===== config.mk =====
export PLATFORM = sky130hd
export DESIGN_NAME = wb_stream_mailbox
export DESIGN_NICKNAME = d
export VERILOG_FILES = /design/src/rtl/wb_stream_mailbox.sv
export SDC_FILE = /design/constraint.sdc
export NUM_CORES = 1
export LEC_CHECK = 0
export CAP_MARGIN = 20
export CORE_UTILIZATION = 45
export DETAILED_ROUTE_END_ITERATION = 10
export REMOVE_ABC_BUFFERS = 1
export SYNTH_ARGS = -nofsm -noshare
export SYNTH_HDL_FRONTEND = slang
export SYNTH_HIERARCHICAL = 1
export SYNTH_SLANG_ARGS = --single-unit

===== constraint.sdc =====
create_clock -name clk -period 11.3 [get_ports clk]
set_input_delay 2.26 -clock clk [delete_from_list [all_inputs] [get_ports clk]]
set_output_delay 2.26 -clock clk [all_outputs]
set_load 0.01 [all_outputs]

===== src/rtl/wb_stream_mailbox.sv =====
// Wishbone mailbox: host DATA writes feed a TX stream, RX stream words are popped by host DATA reads.
// STATUS/CONTROL/SCRATCH registers expose fill levels, sticky errors, flushes and the interrupt enable.

module wb_stream_mailbox_fifo #(
    parameter int DEPTH = 16,
    parameter int LW    = $clog2(DEPTH)
) (
    input  logic        clk,
    input  logic        rst,
    input  logic        flush,
    input  logic        push,
    input  logic        pop,
    input  logic [31:0] din,
    output logic [31:0] dout,
    output logic [LW:0] level,
    output logic        empty,
    output logic        full
);
    logic [31:0]   mem [DEPTH];
    logic [LW-1:0] wr_ptr_reg;
    logic [LW-1:0] rd_ptr_reg;
    logic [LW:0]   level_reg;
    logic          do_push;
    logic          do_pop;

    assign empty   = (level_reg == '0);
    assign full    = (level_reg == (LW+1)'(DEPTH));
    assign do_pop  = pop & ~empty;
    // A pop in the same cycle frees the slot that a push into a full FIFO needs.
    assign do_push = push & (~full | do_pop);
    assign dout    = mem[rd_ptr_reg];
    assign level   = level_reg;

    always_ff @(posedge clk) begin
        if (do_push) mem[wr_ptr_reg] <= din;
    end

    always_ff @(posedge clk) begin
        if (rst || flush) begin
            wr_ptr_reg <= '0;
            rd_ptr_reg <= '0;
            level_reg  <= '0;
        end else begin
            if (do_push) wr_ptr_reg <= wr_ptr_reg + 1'b1;
            if (do_pop)  rd_ptr_reg <= rd_ptr_reg + 1'b1;
            level_reg <= level_reg + (LW+1)'(do_push) - (LW+1)'(do_pop);
        end
    end
endmodule

module wb_stream_mailbox #(
    parameter int DEPTH = 16,
    parameter int AW    = 24
) (
    input  logic          clk,
    input  logic          rst,
    input  logic          i_wb_cyc,
    input  logic          i_wb_stb,
    input  logic          i_wb_we,
    input  logic [AW-1:0] i_wb_adr,
    input  logic [31:0]   i_wb_dat,
    output logic [31:0]   o_wb_dat,
    output logic          o_wb_ack,
    output logic [31:0]   o_tx_data,
    output logic          o_tx_valid,
    input  logic          i_tx_ready,
    input  logic [31:0]   i_rx_data,
    input  logic          i_rx_valid,
    output logic          o_rx_ready,
    output logic          o_irq
);
    localparam int LW = $clog2(DEPTH);
    localparam int TX = 0;
    localparam int RX = 1;
    localparam logic [1:0] ADR_DATA    = 2'd0;
    localparam logic [1:0] ADR_STATUS  = 2'd1;
    localparam logic [1:0] ADR_CTRL    = 2'd2;
    localparam logic [1:0] ADR_SCRATCH = 2'd3;

    logic             ack_reg;
    logic [31:0]      dat_reg;
    logic             irq_reg;
    logic             irq_en_reg;
    logic [31:0]      scratch_reg;
    logic             tx_ovf_reg;
    logic             rx_unf_reg;

    logic [1:0]       fifo_flush, fifo_push, fifo_pop, fifo_empty, fifo_full;
    logic [1:0][31:0] fifo_din, fifo_dout;
    logic [1:0][LW:0] fifo_level;

    logic [1:0]       adr;
    logic             req, wr_req, rd_req;
    logic             data_wr, data_rd, ctrl_wr;
    logic             tx_pop, rx_ready;
    logic             tx_ovf_set, rx_unf_set, sticky_clr;
    logic [31:0]      rd_data;
    logic             unused_adr_bits;

    assign adr             = i_wb_adr[1:0];
    assign unused_adr_bits = ^i_wb_adr[AW-1:2];
    // Ack is a one-cycle pulse, so a master holding stb is served every second cycle.
    assign req     = i_wb_cyc & i_wb_stb & ~ack_reg;
    assign wr_req  = req & i_wb_we;
    assign rd_req  = req & ~i_wb_we;
    assign data_wr = wr_req & (adr == ADR_DATA);
    assign data_rd = rd_req & (adr == ADR_DATA);
    assign ctrl_wr = wr_req & (adr == ADR_CTRL);

    assign tx_pop   = ~fifo_empty[TX] & i_tx_ready;
    assign rx_ready = ~fifo_full[RX] & ~rst;

    assign fifo_push[TX]  = data_wr;
    assign fifo_pop[TX]   = tx_pop;
    assign fifo_din[TX]   = i_wb_dat;
    assign fifo_flush[TX] = ctrl_wr & i_wb_dat[0];
    assign fifo_push[RX]  = i_rx_valid & rx_ready;
    assign fifo_pop[RX]   = data_rd;
    assign fifo_din[RX]   = i_rx_data;
    assign fifo_flush[RX] = ctrl_wr & i_wb_dat[1];

    assign tx_ovf_set = data_wr & fifo_full[TX] & ~tx_pop;
    assign rx_unf_set = data_rd & fifo_empty[RX];
    assign sticky_clr = ctrl_wr & i_wb_dat[2];

    generate
        for (genvar gi = 0; gi < 2; gi++) begin : g_fifo
            wb_stream_mailbox_fifo #(.DEPTH(DEPTH)) u_fifo (
                .clk   (clk),
                .rst   (rst),
                .flush (fifo_flush[gi]),
                .push  (fifo_push[gi]),
                .pop   (fifo_pop[gi]),
                .din   (fifo_din[gi]),
                .dout  (fifo_dout[gi]),
                .level (fifo_level[gi]),
                .empty (fifo_empty[gi]),
                .full  (fifo_full[gi])
            );
        end
    endgenerate

    // STATUS reflects the state before this cycle's updates land.
    always_comb begin
        rd_data = '0;
        case (adr)
            ADR_DATA:   rd_data = fifo_empty[RX] ? '0 : fifo_dout[RX];
            ADR_STATUS: begin
                rd_data[0]     = fifo_empty[TX];
                rd_data[1]     = fifo_full[TX];
                rd_data[2]     = fifo_empty[RX];
                rd_data[3]     = fifo_full[RX];
                rd_data[4]     = tx_ovf_reg;
                rd_data[5]     = rx_unf_reg;
                rd_data[15:8]  = 8'(fifo_level[TX]);
                rd_data[23:16] = 8'(fifo_level[RX]);
            end
            ADR_CTRL:   rd_data[8] = irq_en_reg;
            default:    rd_data = scratch_reg;
        endcase
    end

    always_ff @(posedge clk) begin
        if (rst) begin
            ack_reg     <= 1'b0;
            dat_reg     <= '0;
            irq_reg     <= 1'b0;
            irq_en_reg  <= 1'b0;
            scratch_reg <= '0;
            tx_ovf_reg  <= 1'b0;
            rx_unf_reg  <= 1'b0;
        end else begin
            ack_reg <= req;
            dat_reg <= rd_req ? rd_data : '0;
            irq_reg <= irq_en_reg & ~fifo_empty[RX];
            if (ctrl_wr) irq_en_reg <= i_wb_dat[8];
            if (wr_req && adr == ADR_SCRATCH) scratch_reg <= i_wb_dat;
            // A new error in the clearing cycle keeps its flag set.
            tx_ovf_reg <= tx_ovf_set | (tx_ovf_reg & ~sticky_clr);
            rx_unf_reg <= rx_unf_set | (rx_unf_reg & ~sticky_clr);
        end
    end

    assign o_wb_ack   = ack_reg;
    assign o_wb_dat   = dat_reg;
    assign o_irq      = irq_reg;
    assign o_tx_data  = fifo_dout[TX];
    assign o_tx_valid = ~fifo_empty[TX];
    assign o_rx_ready = rx_ready;
endmodule


==> flow_metrics.tcl, run 1 <==
set metrics [dict create \
    initial_core_util_pct 45.3 \
    rows 113 \
    async_flop_share_pct 0 \
    crit_chain "buf_4 > buf_4 > mux4_2 > a22oi_1 > nand2_1 > clkdlybuf4s50_1" \
    critPathMostFrequentCell "buf_4" \
    viasPerCell 5.71 \
    required_ns 9.04 \
    synth_seq_area_share_pct 76.3 \
    p_per_area_nw_per_um2 186 \
    stdcell_count 3661 \
    die_w_um 311 \
    drtIter0Drc 1906 \
    min_path_type "reg2reg" \
    switching_share_pct 22.4 \
    worstMarginPinSlew_ns 1.02 \
    cts_tree "yes" \
    die_h_um 311 \
    slew_headroom_pct 32.1 \
    core_um2 94900 \
    crit_fanout 52 \
    status "finished clean" \
    cts-resized-gates 0 \
    wl_mm 97.7 \
    synthTopCellsByArea "edfxtp_1, mux4_2, dfxtp_1" \
    postCtsSetupBuffers 0 \
    synth_area_um2 43000 \
    dp_cells 3445 \
    hold_slack_ns 0.479 \
    clkPwrFrac_pct 39.1 \
    tns_ns 0 \
    htreeDepth 3 \
    wire_per_inst_um 26.7 \
    areaGrowthSynthToFinish_pct 15.3 \
    pwr-share-comb_pct 10.1 \
    gp_congestion 0.760 \
    p_leak_uw 0.0153 \
    rsz0062_at_grt "no" \
    min_period_ns 6.49 \
    drive_gt1_share_pct 23.4 \
    drt.antenna.violating_nets 0 \
    fmax_ghz 0.154 \
    ir_drop_uv 121 \
    slowest_stage "buf_4" \
    num_vias 20900 \
    ctsLongestPathBuffers 3 \
    crit_arrival_ns 4.23 \
    synth_top_cell_area_share_pct 71.5 \
    grt_pass1_vias 21700 \
    io_pins 163 \
    dpl.hpwl_mm 53.0 \
    synthCells 2112 \
    yosysTopAreaCell "edfxtp_1" \
    ys_seq_elements 1127 \
    grt_usage_pct 20.3 \
    drv_cap 0 \
    antenna_found_initial 8 \
    grt_pass1_wl_mm 144 \
    power_switching_uw 2060 \
    synth.avg_cell_area_um2 20.4 \
    finalHoldViolCount 0 \
    layout.nets 2415 \
    cts.sinks 1127 \
    ys_types 45 \
    period_share_pct 57.4 \
    synth_edf_count 1024 \
    yosys_warnings 6 \
    yosys-top-cells-count "edfxtp_1, mux4_2, a22oi_1" \
    fillers 7384 \
    largest_reg_flops 1024 \
    critPathLaunchType "register" \
    endpoint_kind "primary output" \
    clock_latency_ns 0.68 \
    synth.most_common_cell "edfxtp_1" \
    seq_power_share_pct 50.8 \
    intPower_uw 7140 \
    grt_start_max_net_pins 109 \
    dr.pass1.iters 5 \
    max_stage_delay_ns 0.73 \
    die_area_um2 96800 \
    skew_ns 0.0230 \
    total_power_uw 9200 \
    remaining_drc_errors 0 \
    root_buffer "clkbuf_16" \
    clkTransAtPathRegs_ns 0.06 \
    ys.flop_type "edfxtp_1" \
    port_buffers 140 \
    grt_remaining_overflow 0 \
    drv_slew 0 \
    path_delay_family "buffers and inverters" \
    worst-path-buf-inv 3 \
    setup_viol 0 \
    cts_buffers 113 \
    holdBufCountCts 0 \
    worstSetupPathType "reg2out" \
]
metal layers:
metal | GRT usage (%) | share of wire (%) | routed length, µm
met3 | 3.65 | 5.7 | 5620
met1 | 27.5 | 42 | 40800
met2 | 34.2 | 51 | 49600
met4 | 4.62 | 1.7 | 1630
met5 | 0 | 0.091 | 89
power groups by stage:
stage               logic [µW]  clock network (µW)  registers (µW)
floorplan                  635                   0            4800
global placement           932                   0            4760
detailed placement         945                   0            4760
CTS                        949                3670            4670
global route              1010                3830            4680
finish                     933                3600            4670
cells by family (layout without fill, tap and decap cells):
logic type | count (synthesis) | count (layout) | synth area share (%)
AO/OA/AOI/OAI | 251 | 251 | 4.03
AND/OR/NAND/NOR | 275 | 275 | 3.16
other | 0 | 2 | 0
flip-flops | 1127 | 1127 | 76.3
multiplexers | 273 | 273 | 13.8
adder cells (fa/ha/maj) | 24 | 24 | 0.733
buffers and inverters | 148 | 430 | 1.64
XOR/XNOR | 14 | 14 | 0.285
stage by stage:
stage	setup WS [ns]	utilization (%)	cell area, µm²
2_1_floorplan	2.79	-	42400
3_3_place_gp	5.28	48.5	46000
3_5_place_dp	5.29	48.5	46000
4_1_cts	4.72	52.3	49600
5_1_grt	4.63	52.3	49600
6_report	4.81	52.3	49600
final timing paths:
| check | startpoint | end | cells past startpoint | slack [ns] |
|---|---|---|---|---|
| max | register | o_tx_data[1] | 6 | 4.81 |
| min | scratch_reg[8] | scratch_reg[8] | 2 | 0.48 |
| max reg2reg | g_fifo[0].u_fifo/level[3] | g_fifo[0].u_fifo/level[4] | 15 | 7.38 |
| min reg2reg | scratch_reg[8] | scratch_reg[8] | 2 | 0.48 |
placed cells by master (no fill, tap or decap), types with 4 or more instances in the layout:
cell type,count
edfxtp_1,1024
mux4_2,256
a22oi_1,145
clkdlybuf4s50_1,139
clkbuf_16,115
dfxtp_1,99
nand2_1,93
buf_4,52
nand3_1,51
a21oi_1,45
nor2_1,40
o21ai_0,40
clkbuf_1,29
clkinv_2,25
inv_1,22
ha_1,22
clkinv_1,16
mux2_2,15
nand3b_1,14
a21oi_2,13
clkbuf_8,13
and2_2,11
nor2_4,10
and3_2,8
xor2_1,8
and2_1,7
xnor2_1,6
or3_1,6
nor3_1,5
inv_6,5
bufinv_16,5
and3_1,4
nor2b_4,4
dfxtp_4,4
final cells by class:
| type | count | area [µm²] | share of cell area, % |
|---|---|---|---|
| Antenna cell | 2 | 5.00 | 0.0101 |
| Clock inverter | 56 | 439 | 0.886 |
| Tap cell | 1265 | 1580 | 3.19 |
| Multi-Input combinational cell | 837 | 9650 | 19.5 |
| Timing Repair Buffer | 195 | 1840 | 3.71 |
| Clock buffer | 157 | 3170 | 6.38 |
| Sequential cell | 1127 | 32800 | 66.2 |
| Inverter | 22 | 82.6 | 0.167 |
worst register-to-register path, stage by stage (launching register included):
cell and delay, ns:
dfxtp_1 0.33, inv_1 0.08, ha_1 0.16, or4b_1 0.56, inv_1 0.17, nor2b_1 0.17
o41ai_4 0.60, buf_6 0.25, ha_1 0.15, inv_1 0.04, ha_1 0.20, fa_1 0.44
a21oi_1 0.17, nor2_1 0.07, or3_1 0.34, a21oi_1 0.14
No activity file was read; power rests on OpenSTA's default activity.
==> inputs of run 2 (changes only) <==
- clock period: 11.3 -> 6.6 ns (I/O delays scaled with it)
==> run 2 against run 1 <==
Net effect:
- combinational power increased by 74%
- via count increased by 0.71%
- die area unchanged
- count of clock-buffer cells in the layout decreased by 12
- wire length decreased by 0.20%
- first-iteration DRC count increased by 4.2%
- final cell count about the same
- sequential power increased by 71%
- largest cell class unchanged
==> flow_metrics.tcl, run 2 (synthesis results as in run 1) <==
set metrics [dict create \
    crit_arrival_ns 3.59 \
    grt_remaining_overflow 0 \
    holdPathStages 2 \
    period_share_pct 74.4 \
    grt_pass1_wl_mm 145 \
    drtIter0Drc 1987 \
    drive_gt1_share_pct 23.8 \
    setup_viol 0 \
    most-common-layout-cells "edfxtp_1, mux4_2, a22oi_1, clkdlybuf4s50_1, clkbuf_16" \
    min_path_type "reg2reg" \
    remaining_drc_errors 0 \
    dp_cells 3446 \
    layout.nets 2419 \
    reg2reg_from "g_fifo[0].u_fifo/level[2]" \
    drt.antenna.violating_nets 0 \
    total_power_uw 16000 \
    num_vias 21000 \
    clkTransAtPathRegs_ns 0.06 \
    r2r_cells 9 \
    initial_core_util_pct 45.3 \
    status "finished clean" \
    postCtsSetupBuffers 0 \
    port_buffers 140 \
    largest_reg_flops 1024 \
    diodes 0 \
    cts.sinks 1127 \
    fmax_ghz 0.204 \
    worstMarginPinSlew_ns 1.13 \
    worstSetupPathType "reg2out" \
    io_pins 163 \
    endpoint_kind "primary output" \
    ir_drop_uv 234 \
    rows 113 \
    layout_commonest_cell "edfxtp_1" \
    areaGrowthSynthToFinish_pct 16.0 \
    required_ns 5.28 \
    htreeDepth 3 \
    viasPerCell 5.75 \
    dpl_cell_area_um2 46000 \
    slew_headroom_pct 24.7 \
    critPathLaunchType "register" \
    gp_congestion 0.767 \
    p_per_area_nw_per_um2 321 \
    cts_buffers 113 \
    stdcell_count 3660 \
    grt_pass1_vias 22000 \
    hold_end "scratch_reg[31]" \
    min_period_ns 4.91 \
    holdBufCountCts 0 \
    drv_cap 0 \
    crit_fanout 43 \
    dr.pass1.iters 5 \
    clock_latency_ns 0.68 \
    grt_start_max_net_pins 65 \
    rsz0062_at_grt "no" \
    min_from "scratch_reg[31]" \
    die_w_um 311 \
    p_leak_uw 0.0154 \
    tns_ns 0 \
    wl_mm 97.5 \
    die_area_um2 96800 \
    skew_ns 0.0174 \
    finalHoldViolCount 0 \
    reg2reg_to "g_fifo[0].u_fifo/mem[7][10]" \
    wire_per_inst_um 26.6 \
    postLayoutCellArea_um2 49900 \
    ctsLongestPathBuffers 3 \
    antenna_found_initial 6 \
    die_h_um 311 \
    root_buffer "clkbuf_16" \
    dpl.hpwl_mm 55.5 \
    rrSetupSlack_ns 2.85 \
    grt_usage_pct 20.3 \
    drv_slew 0 \
    core_um2 94900 \
    cts_tree "yes" \
    cts-resized-gates 0 \
]
run 2: cell types whose count changed in the layout (fill, tap and decap cells not counted), moves of 2 or more:
cell / previous run / this run
buf_12: 2 / 9
buf_4: 52 / 48
bufinv_16: 5 / 12
clkbuf_1: 29 / 24
clkbuf_8: 13 / 5
clkinv_1: 16 / 11
clkinv_2: 25 / 30
clkinv_4: 1 / 3
diode_2: 2 / 0
inv_6: 5 / 3
run 2: worst max-delay path by stage:
| stage | from | to | slack (ns) | cells past startpoint |
|---|---|---|---|---|
| 2_1_floorplan | register | o_tx_data[0] | -0.97 | 3 |
| 3_3_place_gp | i_wb_stb | g_fifo[0].u_fifo/level[4] | 1.77 | 13 |
| 3_5_place_dp | i_wb_stb | g_fifo[0].u_fifo/mem[6][29] | 1.80 | 7 |
| 4_1_cts | register | o_tx_data[13] | 1.56 | 5 |
| 5_1_grt | register | o_tx_data[5] | 1.45 | 5 |
| 6_report | register | o_tx_data[10] | 1.69 | 5 |
run 2: routing by layer:
metal	vias to the layer above	routed length, µm	global-route usage (%)
li1	9067	-	-
met1	11200	40900	27.8
met2	629	49000	33.9
met3	146	5590	3.17
met4	12	1910	5.19
met5	-	86	0
run 2: layout make-up:
type / count / area [µm²]
fill: 7333 / 45000
sequential: 1127 / 32800
inverter: 22 / 82.6
clock inverter: 65 / 683
timing repair buffer: 199 / 1980
multi-input combinational: 837 / 9650
tap: 1265 / 1580
clock buffer: 145 / 3060
run 2: report_power, final:
group	switching (µW)	leakage (µW)	internal (µW)	total [µW]
combinational	790	0.00350	832	1620
sequential	137	0.0100	7860	8000
clock	2640	0.00185	3750	6390
total	3570	0.0154	12400	16000
run 2: worst max-delay path, stage by stage (launching register included):
cell	delay [ns]
dfxtp_4	0.94
buf_4	0.47
mux4_2	0.57
a22oi_1	0.26
nand2_1	0.12
clkdlybuf4s50_1	0.49
run 2: metrics by stage:
stage / util (%) / worst slack (ns) / hold slack [ns]
after CTS: 52.5 / 1.56 / 0.478
after global placement: 48.4 / 1.77 / 0.466
final: 52.6 / 1.69 / 0.479
after global routing: 52.6 / 1.45 / 0.488
after floorplan: - / -0.970 / 0.444
after detailed placement: 48.5 / 1.80 / 0.470
